`src/rtl/key_conditioner.sv`:
```
// key_conditioner: synchronises and debounces the board push-buttons and
// produces a clean pressed level plus one-cycle press, release and
// auto-repeat pulses. Slide switches are only passed through two flop stages.
module key_conditioner #(
  parameter int NKEYS           = 3,
  parameter int NSW             = 2,
  parameter int DEBOUNCE_CYCLES = 1000000,
  parameter int REPEAT_DELAY    = 25000000,
  parameter int REPEAT_PERIOD   = 5000000
) (
  input  logic             clock50,
  input  logic             reset,
  input  logic [NKEYS-1:0] key_n,
  input  logic [NSW-1:0]   sw_raw,
  output logic [NKEYS-1:0] key_level,
  output logic [NKEYS-1:0] key_press,
  output logic [NKEYS-1:0] key_release,
  output logic [NKEYS-1:0] key_repeat,
  output logic [NSW-1:0]   sw_sync
);

  localparam int CNT_W   = $clog2(DEBOUNCE_CYCLES + 1);
  localparam int RPT_MAX = (REPEAT_DELAY > REPEAT_PERIOD) ? REPEAT_DELAY : REPEAT_PERIOD;
  localparam int RPT_W   = $clog2(RPT_MAX + 1);

  localparam logic [CNT_W-1:0] DB_LAST  = CNT_W'(DEBOUNCE_CYCLES - 1);
  // With auto-repeat disabled RD_LAST is a don't-care; the repeat path is gated off.
  localparam logic [RPT_W-1:0] RD_LAST  = RPT_W'(REPEAT_DELAY - 1);
  localparam logic [RPT_W-1:0] RP_LAST  = RPT_W'(REPEAT_PERIOD - 1);
  localparam logic             REPEAT_EN = (REPEAT_DELAY > 0) ? 1'b1 : 1'b0;

  typedef enum logic [1:0] {
    RELEASED        = 2'd0,
    PRESS_PENDING   = 2'd1,
    HELD            = 2'd2,
    RELEASE_PENDING = 2'd3
  } key_state_e;

  logic [NKEYS-1:0] key_s1_q;
  logic [NKEYS-1:0] key_s2_q;
  logic [NSW-1:0]   sw_s1_q;
  logic [NSW-1:0]   sw_s2_q;

  // Two-flop synchronisers; keys are inverted so 1 means pressed from here on.
  always_ff @(posedge clock50) begin
    if (reset) begin
      key_s1_q <= '0;
      key_s2_q <= '0;
      sw_s1_q  <= '0;
      sw_s2_q  <= '0;
    end else begin
      key_s1_q <= ~key_n;
      key_s2_q <= key_s1_q;
      sw_s1_q  <= sw_raw;
      sw_s2_q  <= sw_s1_q;
    end
  end

  assign sw_sync = sw_s2_q;

  for (genvar k = 0; k < NKEYS; k++) begin : g_key
    key_state_e       state_q;
    logic [CNT_W-1:0] cnt_q;
    logic [RPT_W-1:0] rcnt_q;
    logic             rdone_q;   // first repeat already issued in this hold
    logic             level_q;
    logic             press_q;
    logic             release_q;
    logic             repeat_q;

    // Per-key debounce / auto-repeat state machine with registered pulses.
    always_ff @(posedge clock50) begin
      if (reset) begin
        state_q   <= RELEASED;
        cnt_q     <= '0;
        rcnt_q    <= '0;
        rdone_q   <= 1'b0;
        level_q   <= 1'b0;
        press_q   <= 1'b0;
        release_q <= 1'b0;
        repeat_q  <= 1'b0;
      end else begin
        press_q   <= 1'b0;
        release_q <= 1'b0;
        repeat_q  <= 1'b0;
        case (state_q)
          RELEASED: begin
            if (key_s2_q[k]) begin
              state_q <= PRESS_PENDING;
              cnt_q   <= '0;
            end
          end
          PRESS_PENDING: begin
            if (!key_s2_q[k]) begin
              state_q <= RELEASED;
            end else if (cnt_q == DB_LAST) begin
              state_q <= HELD;
              press_q <= 1'b1;
              level_q <= 1'b1;
              rcnt_q  <= '0;
              rdone_q <= 1'b0;
            end else begin
              cnt_q <= cnt_q + CNT_W'(1);
            end
          end
          HELD: begin
            if (!key_s2_q[k]) begin
              state_q <= RELEASE_PENDING;
              cnt_q   <= '0;
              rcnt_q  <= '0;
              rdone_q <= 1'b0;
            end else if (REPEAT_EN) begin
              // Counter reloads to 0 on each tick, so it never wraps.
              if (rcnt_q == (rdone_q ? RP_LAST : RD_LAST)) begin
                repeat_q <= 1'b1;
                rcnt_q   <= '0;
                rdone_q  <= 1'b1;
              end else begin
                rcnt_q <= rcnt_q + RPT_W'(1);
              end
            end else begin
              rcnt_q <= '0;
            end
          end
          RELEASE_PENDING: begin
            if (key_s2_q[k]) begin
              state_q <= HELD;
              rcnt_q  <= '0;
              rdone_q <= 1'b0;
            end else if (cnt_q == DB_LAST) begin
              state_q   <= RELEASED;
              release_q <= 1'b1;
              level_q   <= 1'b0;
            end else begin
              cnt_q <= cnt_q + CNT_W'(1);
            end
          end
          default: begin
            state_q <= RELEASED;
            cnt_q   <= '0;
            rcnt_q  <= '0;
            rdone_q <= 1'b0;
            level_q <= 1'b0;
          end
        endcase
      end
    end

    assign key_level[k]   = level_q;
    assign key_press[k]   = press_q;
    assign key_release[k] = release_q;
    assign key_repeat[k]  = repeat_q;
  end

endmodule

```
`config.mk`:
```
export PLATFORM = sky130hd
export DESIGN_NAME = key_conditioner
export DESIGN_NICKNAME = d
export VERILOG_FILES = /design/src/rtl/key_conditioner.sv
export SDC_FILE = /design/constraint.sdc
export NUM_CORES = 1
export LEC_CHECK = 0
export ABC_AREA = 1
export CORE_MARGIN = 4
export CORE_UTILIZATION = 30
export CTS_CLUSTER_DIAMETER = 100
export CTS_CLUSTER_SIZE = 16
export DETAILED_ROUTE_END_ITERATION = 10
export GPL_TIMING_DRIVEN = 0
export REMOVE_ABC_BUFFERS = 1
export SYNTH_ARGS = -nofsm -noshare
export SYNTH_HDL_FRONTEND = slang
export SYNTH_SLANG_ARGS = --single-unit
```
`constraint.sdc`:
```
create_clock -name clock50 -period 1.9 [get_ports clock50]
set_input_delay 0.19 -clock clock50 [delete_from_list [all_inputs] [get_ports clock50]]
set_output_delay 0.19 -clock clock50 [all_outputs]
set_load 0.02 [all_outputs]
```
# [Word level (Yosys, flattened, before mapping)]
# Index checks and enable logic that the tools add are counted.
[word_totals] in_bits=7 out_inout_bits=14 reg_bits=166 word_cells=221
[classes] reduce_logical=33 add_sub_neg=6 mux=96 n_eq_ne=45 n_bitwise=13
[op_table] operator="$mux 25" n=18
[op_table] operator="$mux 20" n=15
[op_table] operator="$pmux 20 s4" n=3
[op_table] operator="$pmux 25 s3" n=3
[op_table] operator="$add 25x1->25 const B" n=3
[op_table] operator="$eq 25x25->1" n=3
[op_table] operator="$add 20x1->20 const B" n=3
[op_table] operator="$eq 20x20->1 const B" n=3
[op_table] operator="$ne 2x2->1 const B" n=21
[op_table] operator="$mux 2" n=18
[op_table] operator="$reduce_and 4->1" n=9
[op_table] operator="$mux 1" n=30
[op_table] operator="$reduce_and 5->1" n=6
[op_table] operator="$ne 3x3->1 const B" n=9
[op_table] operator="$reduce_or 3->1" n=9
[op_table] operator="$pmux 2 s4" n=3
[op_table] operator="$eq 2x2->1 const B" n=6
[op_table] operator="$not 1->1" n=12
[op_table] operator="$pmux 1 s3" n=3
[op_table] operator="$reduce_bool 3->1" n=3
[op_table] operator="$eq 2x1->1 const B" n=3
[op_table] operator="$logic_not 2->1" n=3
[op_table] operator="$pmux 1 s2" n=3
[op_table] operator="$reduce_bool 2->1" n=3
[op_table] operator="$not 3->3" n=1

# [Logic depth before layout (Yosys ltp)]
[depth] ltp_word=5 depth_mapped=13 depth_no_buf=12

# [Least setup slack after synthesis]
# No wires, ideal clock.
[synth_timing] kind="register to register" startpoint="register g_key[2].cnt_q[0]" endpoint="register g_key[2].rcnt_q[2]" setup_ps=119 setup_slack_ps=167 arrival_ps=1614 required_time_ps=1781 path_stages_with_launch=10 period_less_slack_ps=1733 path_buffers=1 path_cell_list="dfxtp_1 -> ha_1 -> nand2_1 -> nor3_4 -> nand3_2 -> nand2_2 -> nand2_2 -> buf_2 -> o21ai_1 -> a21oi_1"
[synth_between] elab_chain_cells=3
[synth_rtl] element="from (decl)" line="63" text="logic [CNT_W-1:0] cnt_q;"
[synth_rtl] element="from (signal assigned)" line="103" text="cnt_q <= cnt_q + CNT_W'(1);"
[synth_rtl] element="from (signal assigned)" line="135" text="cnt_q <= cnt_q + CNT_W'(1);"
[synth_rtl] element="$eq 20x20->1" line="96" text="end else if (cnt_q == DB_LAST) begin"
[synth_rtl] element="$ne 2x2->1 (no line)"
[synth_rtl] element="$reduce_and 4->1 (no line)"
[synth_rtl] element="to (signal assigned)" line="119" text="rcnt_q <= rcnt_q + RPT_W'(1);"
[synth_rtl] element="to (decl)" line="64" text="logic [RPT_W-1:0] rcnt_q;"
# No other way between the ends.
# A chain may end at the register's enable or synchronous reset.

# [Worst setup path in the final report]
[layout_timing] startpoint="register g_key[0].cnt_q[0]" endpoint="register g_key[0].cnt_q[2]"
[layout_between] elab_chain_cells=4 elab_cells_between_ends=6 cone_classes="add/sub: 1; eq/ne: 1; mux: 4"
[layout_rtl] element="from (decl)" line="63"
[layout_rtl] element="from (signal assigned)" line="103"
[layout_rtl] element="from (signal assigned)" line="135"
[layout_rtl] element="$add 20x1->20 / $eq 20x20->1 (equally long branches)"
[layout_rtl] element="$mux 20 (*)" line="96, 130"
[layout_rtl] element="$mux 20, on equally long branches" line="126, 94"
[layout_rtl] element="$pmux 20 s4 (*)" line="86" text="case (state_q)"
# Mark *: on every way between the ends. The rest lies on a longest branch, timed or not. The select of a mux whose other input is x is not followed.

==> metrics.md <==
| Metric | Value |
|---|---|
| Slew margin rel. | 63.0% |
| Final Hold Vio Count | 0 |
| Ys flop type | dfxtp_1 |
| Clock skew | approximately 0.013 ns |
| Max-slew violation count | 0 |
| #FFs+latches synth | approximately 170 |
| Worst-skew pair later-pin latency | 0.44 ns |
| Util after Layout | a little over a third |
| ANT cells | 0 |
| P_leak | between 4 and 5 nW |
| Cell with the most instances after synthesis | nand2_1 |
| Io pins | 21 |
| Final period utilization | between 90% and 100% |
| Initial antenna violation count | 0 |
| DRC | 0 |
| Mux cell area share after synthesis | 0% |
| Main combinational cell family by area after synthesis | simple AND/OR/NAND/NOR gates |
| Hold depth | 2 |
| Number of synthesized flops with an enable pin | 0 |
| Worst slew pin tran | between 0.5 and 0.6 ns |
| Critical Path, Cell by Cell | ha_4, nand2_4, nor3_4, nand3_4, buf_6, o21ai_4, nand2_2, nand3_1, nand2_1, a21oi_1 |
| Status | finished clean |
| Die Wd | roughly 190 µm |
| Clk Tree Root Cell | clkbuf_16 |
| Die Y-Extent | between 150 and 200 µm |
| DRT Pass-1 Iters | 5 |
| DR iter-0 viols | 590 |
| Req. time, crit path | around 2.3 ns |
| All-layer global routing usage | 13.5% |
| Worst min path class | primary input to flop |
| Setup repair after global routing missed its margin | yes |
| Final Critical Period | ~1.8 ns |
| Setup crit end kind | flop |
| Clock slew at reported path FFs | 0.06 ns |
| Routed via count | 9510 |
| Post-synthesis xor/xnor area fraction | approximately 1.8% |
| Adder-cell share of the synthesized area | less than 1% |
| Hold Path Sink | key_s1_q[0]$_SDFF_PP0_ |
| Synth top area share | between 30% and 40% |
| Routability cong. | approximately 0.86 |
| R2r endpoint | g_key[0].cnt_q[2]$_SDFFE_PP0P_ |
| Largest cells by area after synthesis | dfxtp_1, nand2_1, nor2_1 |
| Fin nets | ~1600 |
| Cts bufs inserted | 17 |
| Syn. warnings | 0 |
| Vias in the first global route | approximately 8600 |
| PortBufs | 20 |
| Die area | between 30000 and 40000 µm² |
| Area delta synth->final | 19.8% |
| Max incr delay on CP | 0.37 ns |
| Pwr Density | about 630 nW/µm² |
| R2R Setup Slk | between 0.05 and 0.06 ns |
| Crit-path slowest cell | dfxtp_4 |
| Critical path class | flop to flop |
| Most common library cells after synthesis | nand2_1, nor2_1, inv_1, dfxtp_1, nand3_1 |
| Post-Synth Simple-Gate Area | roughly 44% |
| Overall routed net length | between 20000 and 30000 µm |
| Peak VDD IR | ~0.61 mV |
| CTS max path bufs | 2 |
| Area leader, netlist | dfxtp_1 |
| Ys async rst share | 0% |
| Total grt overflow | 0 |
| Synthesized instance count | approximately 1500 |
| Remaining antenna violation count | 0 |
| Synth Area in Compound Gates | around 7.3% |
| Setup violators final | 0 |
| CTS H-tree lvls | 4 |
| Core area | between 30000 and 40000 µm² |
| Netlist cell types | roughly 40 |
| Max cap viols | 0 |
| Row Count | 65 |
| Vias per cell | between 4 and 5 |
| WL/cell | ~13 µm |
| Largest net degree at the start of global routing | 42 |
| Starting density of the core | a little under a third |
| Cells on worst reg2reg path | 10 |
| Min-delay src | reset |
| Avg Cell Area, Syn | roughly 6.3 µm² |
| RR Startpoint | g_key[0].cnt_q[0]$_SDFFE_PP0P_ |
| Post-detailed-placement half-perimeter wirelength | about 16000 µm |
| Share of cells above drive strength 1 | between 10% and 20% |
| Worst path arrival time | around 2.2 ns |
| Crit Path Max Fanout | 5 |
| CP startpoint kind | flop |
| Synthesized area | 9580 µm² |
| Hold_ws | approximately 0.21 ns |
| Fmax achieved | between 0.5 and 0.6 GHz |
| TritonCTS clock tree | done |
| Seq/Total Area, Yosys | roughly a third |
| First-pass GRT wire length | about 41000 µm |
| Number of clock sinks | between 150 and 200 |
[flip-flops by register name, summed over array words and instances (netlist names), named ones only]
register	cells
g_key.rdone_q	3
g_key.rcnt_q	75
g_key.state_q	3
key_s2_q	3
key_s1_q	3
sw_s1_q	2
g_key.repeat_q	3
g_key.cnt_q	60
g_key.press_q	3
g_key.level_q	3
sw_sync	2
g_key.release_q	3
[cells in the final DEF, fill, tap and decap left out, drive strengths merged, types with 2 or more instances in the layout]
cell / instances
clkbuf: 26
inv: 187
o21bai: 12
clkinv: 4
buf: 43
nor2: 304
nor4: 4
dfxtp: 166
a21oi: 67
o21ai: 37
clkdlybuf4s50: 19
clkinvlp: 6
xnor2: 3
nor3: 64
a211oi: 3
nand4: 57
nor3b: 2
nand3: 116
nand3b: 5
a21boi: 2
xor2: 16
nand2: 433
or2: 4
ha: 6
[final cells by class]
cell class	instances	area, µm²
Clock buffer	25	515
Inverter	190	741
Multi-Input combinational cell	1137	5670
Timing Repair Buffer	63	619
Clock inverter	7	67.6
Timing Repair inverter	1	7.51
Sequential cell	166	3350
Fill cell	3364	20100
Tap cell	402	503
[per-stage QoR]
stage | total power (W) | instances | instance area (µm²) | worst slack (ns) | TNS, ns
CTS | 0.00731 | 1953 | 10900 | 0.00119 | 0
global route | 0.00751 | 1991 | 11500 | -0.0488 | -0.279
global placement | 0.00380 | 1903 | 9950 | -3.58 | -314.47
floorplan | 0.00370 | 1481 | 9250 | -0.0960 | -0.466
detailed placement | 0.00380 | 1904 | 9960 | -0.950 | -54.25
finish | 0.00727 | 1991 | 11500 | 0.0502 | 0
[how the worst max path moves through the flow]
stage	from	endpoint	slack, ns
global route	g_key[1].cnt_q[0]$_SDFFE_PP0P_	g_key[1].rcnt_q[8]$_SDFFE_PP0P_	-0.05
finish	g_key[0].cnt_q[0]$_SDFFE_PP0P_	g_key[0].cnt_q[2]$_SDFFE_PP0P_	0.05
floorplan	g_key[2].cnt_q[0]$_SDFFE_PP0P_	g_key[2].cnt_q[6]$_SDFFE_PP0P_	-0.1
detailed placement	reset	g_key[0].cnt_q[5]$_SDFFE_PP0P_	-0.95
CTS	g_key[1].cnt_q[1]$_SDFFE_PP0P_	g_key[1].rcnt_q[12]$_SDFFE_PP0P_	0.001
global placement	reset	g_key[0].cnt_q[9]$_SDFFE_PP0P_	-3.58
[what timing repair did]
| action | CTS | global route |
|---|---|---|
| setup buffers | 13 | 28 |
| pin swaps | 10 | 30 |
| cloned | 4 | 10 |
| hold buffers | 0 | 0 |
| endpoints found under the setup margin | 128 | 120 |
| gates resized for setup | 47 | 71 |
[layer usage]
layer | up-vias | wire length, µm | track usage [%]
li1 | 4956 | - | -
met4 | 0 | 376 | 3.53
met2 | 210 | 11500 | 22.2
met5 | - | 0 | 0
met1 | 4311 | 12200 | 18.1
met3 | 33 | 1130 | 2.60
[critical path: cells and delay by family, from the launching register on]
family                   cells  cell delay (ns)
AO/OA/AOI/OAI                2             0.20
adder cells (fa/ha/maj)      1             0.16
buffers and inverters        1             0.18
flip-flops                   1             0.37
AND/OR/NAND/NOR              6             0.85
[cell families after synthesis]
| family | count (synthesis) |
|---|---|
| simple gates | 983 |
| buf+inv | 236 |
| flops | 166 |
| compound gates | 117 |
| xor+xnor | 19 |
| fa+ha+maj | 6 |
[power breakdown]
group          switching, W  internal [W]  leakage, nW  total [W]
Clock               0.00147       0.00201        0.281    0.00347
Sequential        0.0000225       0.00349         1.35    0.00352
Combinational      0.000196     0.0000833         2.65   0.000279
Note: power is estimated with default switching activity, not from simulation.
==> RTL change (same flow settings) <==
Add an input register stage for `key_n`, without a reset; this delays it by one clock. The other inputs are not delayed to match.
--- a/src/rtl/key_conditioner.sv
+++ b/src/rtl/key_conditioner.sv
@@ -36,6 +36,12 @@
     RELEASE_PENDING = 2'd3
   } key_state_e;
 
+  logic [NKEYS-1:0] key_n_q;
+
+  always_ff @(posedge clock50) begin
+    key_n_q <= key_n;
+  end
+
   logic [NKEYS-1:0] key_s1_q;
   logic [NKEYS-1:0] key_s2_q;
   logic [NSW-1:0]   sw_s1_q;
@@ -49,7 +55,7 @@
       sw_s1_q  <= '0;
       sw_s2_q  <= '0;
     end else begin
-      key_s1_q <= ~key_n;
+      key_s1_q <= ~key_n_q;
       key_s2_q <= key_s1_q;
       sw_s1_q  <= sw_raw;
       sw_s2_q  <= sw_s1_q;
Check against the original RTL: same outputs for any inputs over 4 cycles, from zero or initial values and one cycle with reset high; that may be too few to reach the edited logic, so the function may still have changed.
==> RTL change against the unedited design <==
- setup slack improved by 0.0039 ns
- largest power group unchanged
- wire length rose by 1.3%
- clock power fell by 5%
- sequential cell count rose by 3
- synthesized cell count rose by 2.4%
- highest routed layer unchanged
- final area fell by 0.32%
- critical path depth fell by 1
- worst hold slack got worse by 0.016 ns
- total power fell by 2.0%
- critical path type unchanged
- count of clock-buffer cells in the layout fell by 5
- synthesized area rose by 0.35%
- clock skew fell by 0.0029 ns
==> RTL change: results <==
[run_status]
outcome = "complete, no violations"

[pwr]
seq_power_share = 0.503
pg_seq_w = 0.00358
switching_share = 0.237

[grt]
grt_pass1_vias = 8974
grt_max_degree = 43
globalRouteMet3Util = 0.0250
grt_pass1_wl_um = 42300
grtUsageMet2 = 0.239

[logic_synthesis]
synthAdderAreaFrac = 0.00781
yosys-top-cells-area = "dfxtp_1 (35%), nand2_1 (17%), nor2_1 (12%)"
synth_compound_area_frac = 0.0733
synth_cells = 1563
synthXorXnorAreaFrac = 0.0163
yosys-top-cells-count = "nand2_1 (444), nor2_1 (318), inv_1 (198), dfxtp_1 (169), nand3_1 (101)"

[worst_setup_path]
r2r_end = "g_key[0].rcnt_q[13]$_SDFFE_PP0P_"
cpPeakStageDelay_ns = 0.35
cp_data_arrival_time_ns = 2.18
reg2regPathDepth = 9
cp_slowest_cell = "dfxtp_2"

[final_layout]
buf_share = 0.0512
seq_share = 0.298
clkbuf_count = 20
multiInputCombCellCount = 1150
clock_cell_area_share = 0.0470
multi_input_area_sq_um = 5630
n_all_buffers = 57

[clocking]
cts_sinks = 169
post-cts-setup-buffer-count = 23
cts_resized = 51

[placed_design]
place_inst = 1939
hpwl_um = 17000
place.gp.congestion = 0.864
dpl_cell_area_sq_um = 10000
dp_slack_ns = -1.02

[hold_path]
whs_path_depth = 1
hold_end = "key_n_q[0]$_DFF_P_"
hp-start = "key_n[0]"

[sta]
fin_skew_ns = 0.0104

[route]
met2WireLength_um = 12100
drtIter0Drc = 760
dr.pass1.iters = 7
viasPerCell = 4.82
met1_length_um = 11900
dr_wl_met3_um = 1040
[RTL change: worst max path at each step]
stage | startpoint | to | slack [ns] | cells after the start
floorplan | g_key[1].cnt_q[0]$_SDFFE_PP0P_ | g_key[1].rcnt_q[0]$_SDFFE_PP0P_ | -0.29 | 8
global placement | reset | g_key[2].cnt_q[16]$_SDFFE_PP0P_ | -3.41 | 6
detailed placement | g_key[1].cnt_q[0]$_SDFFE_PP0P_ | g_key[1].rcnt_q[2]$_SDFFE_PP0P_ | -1.02 | 8
CTS | g_key[1].rcnt_q[1]$_SDFFE_PP0P_ | g_key[1].rcnt_q[2]$_SDFFE_PP0P_ | 0.002 | 10
global route | g_key[0].rcnt_q[1]$_SDFFE_PP0P_ | g_key[0].rcnt_q[22]$_SDFFE_PP0P_ | -0.03 | 13
finish | g_key[0].cnt_q[0]$_SDFFE_PP0P_ | g_key[0].rcnt_q[13]$_SDFFE_PP0P_ | 0.05 | 9
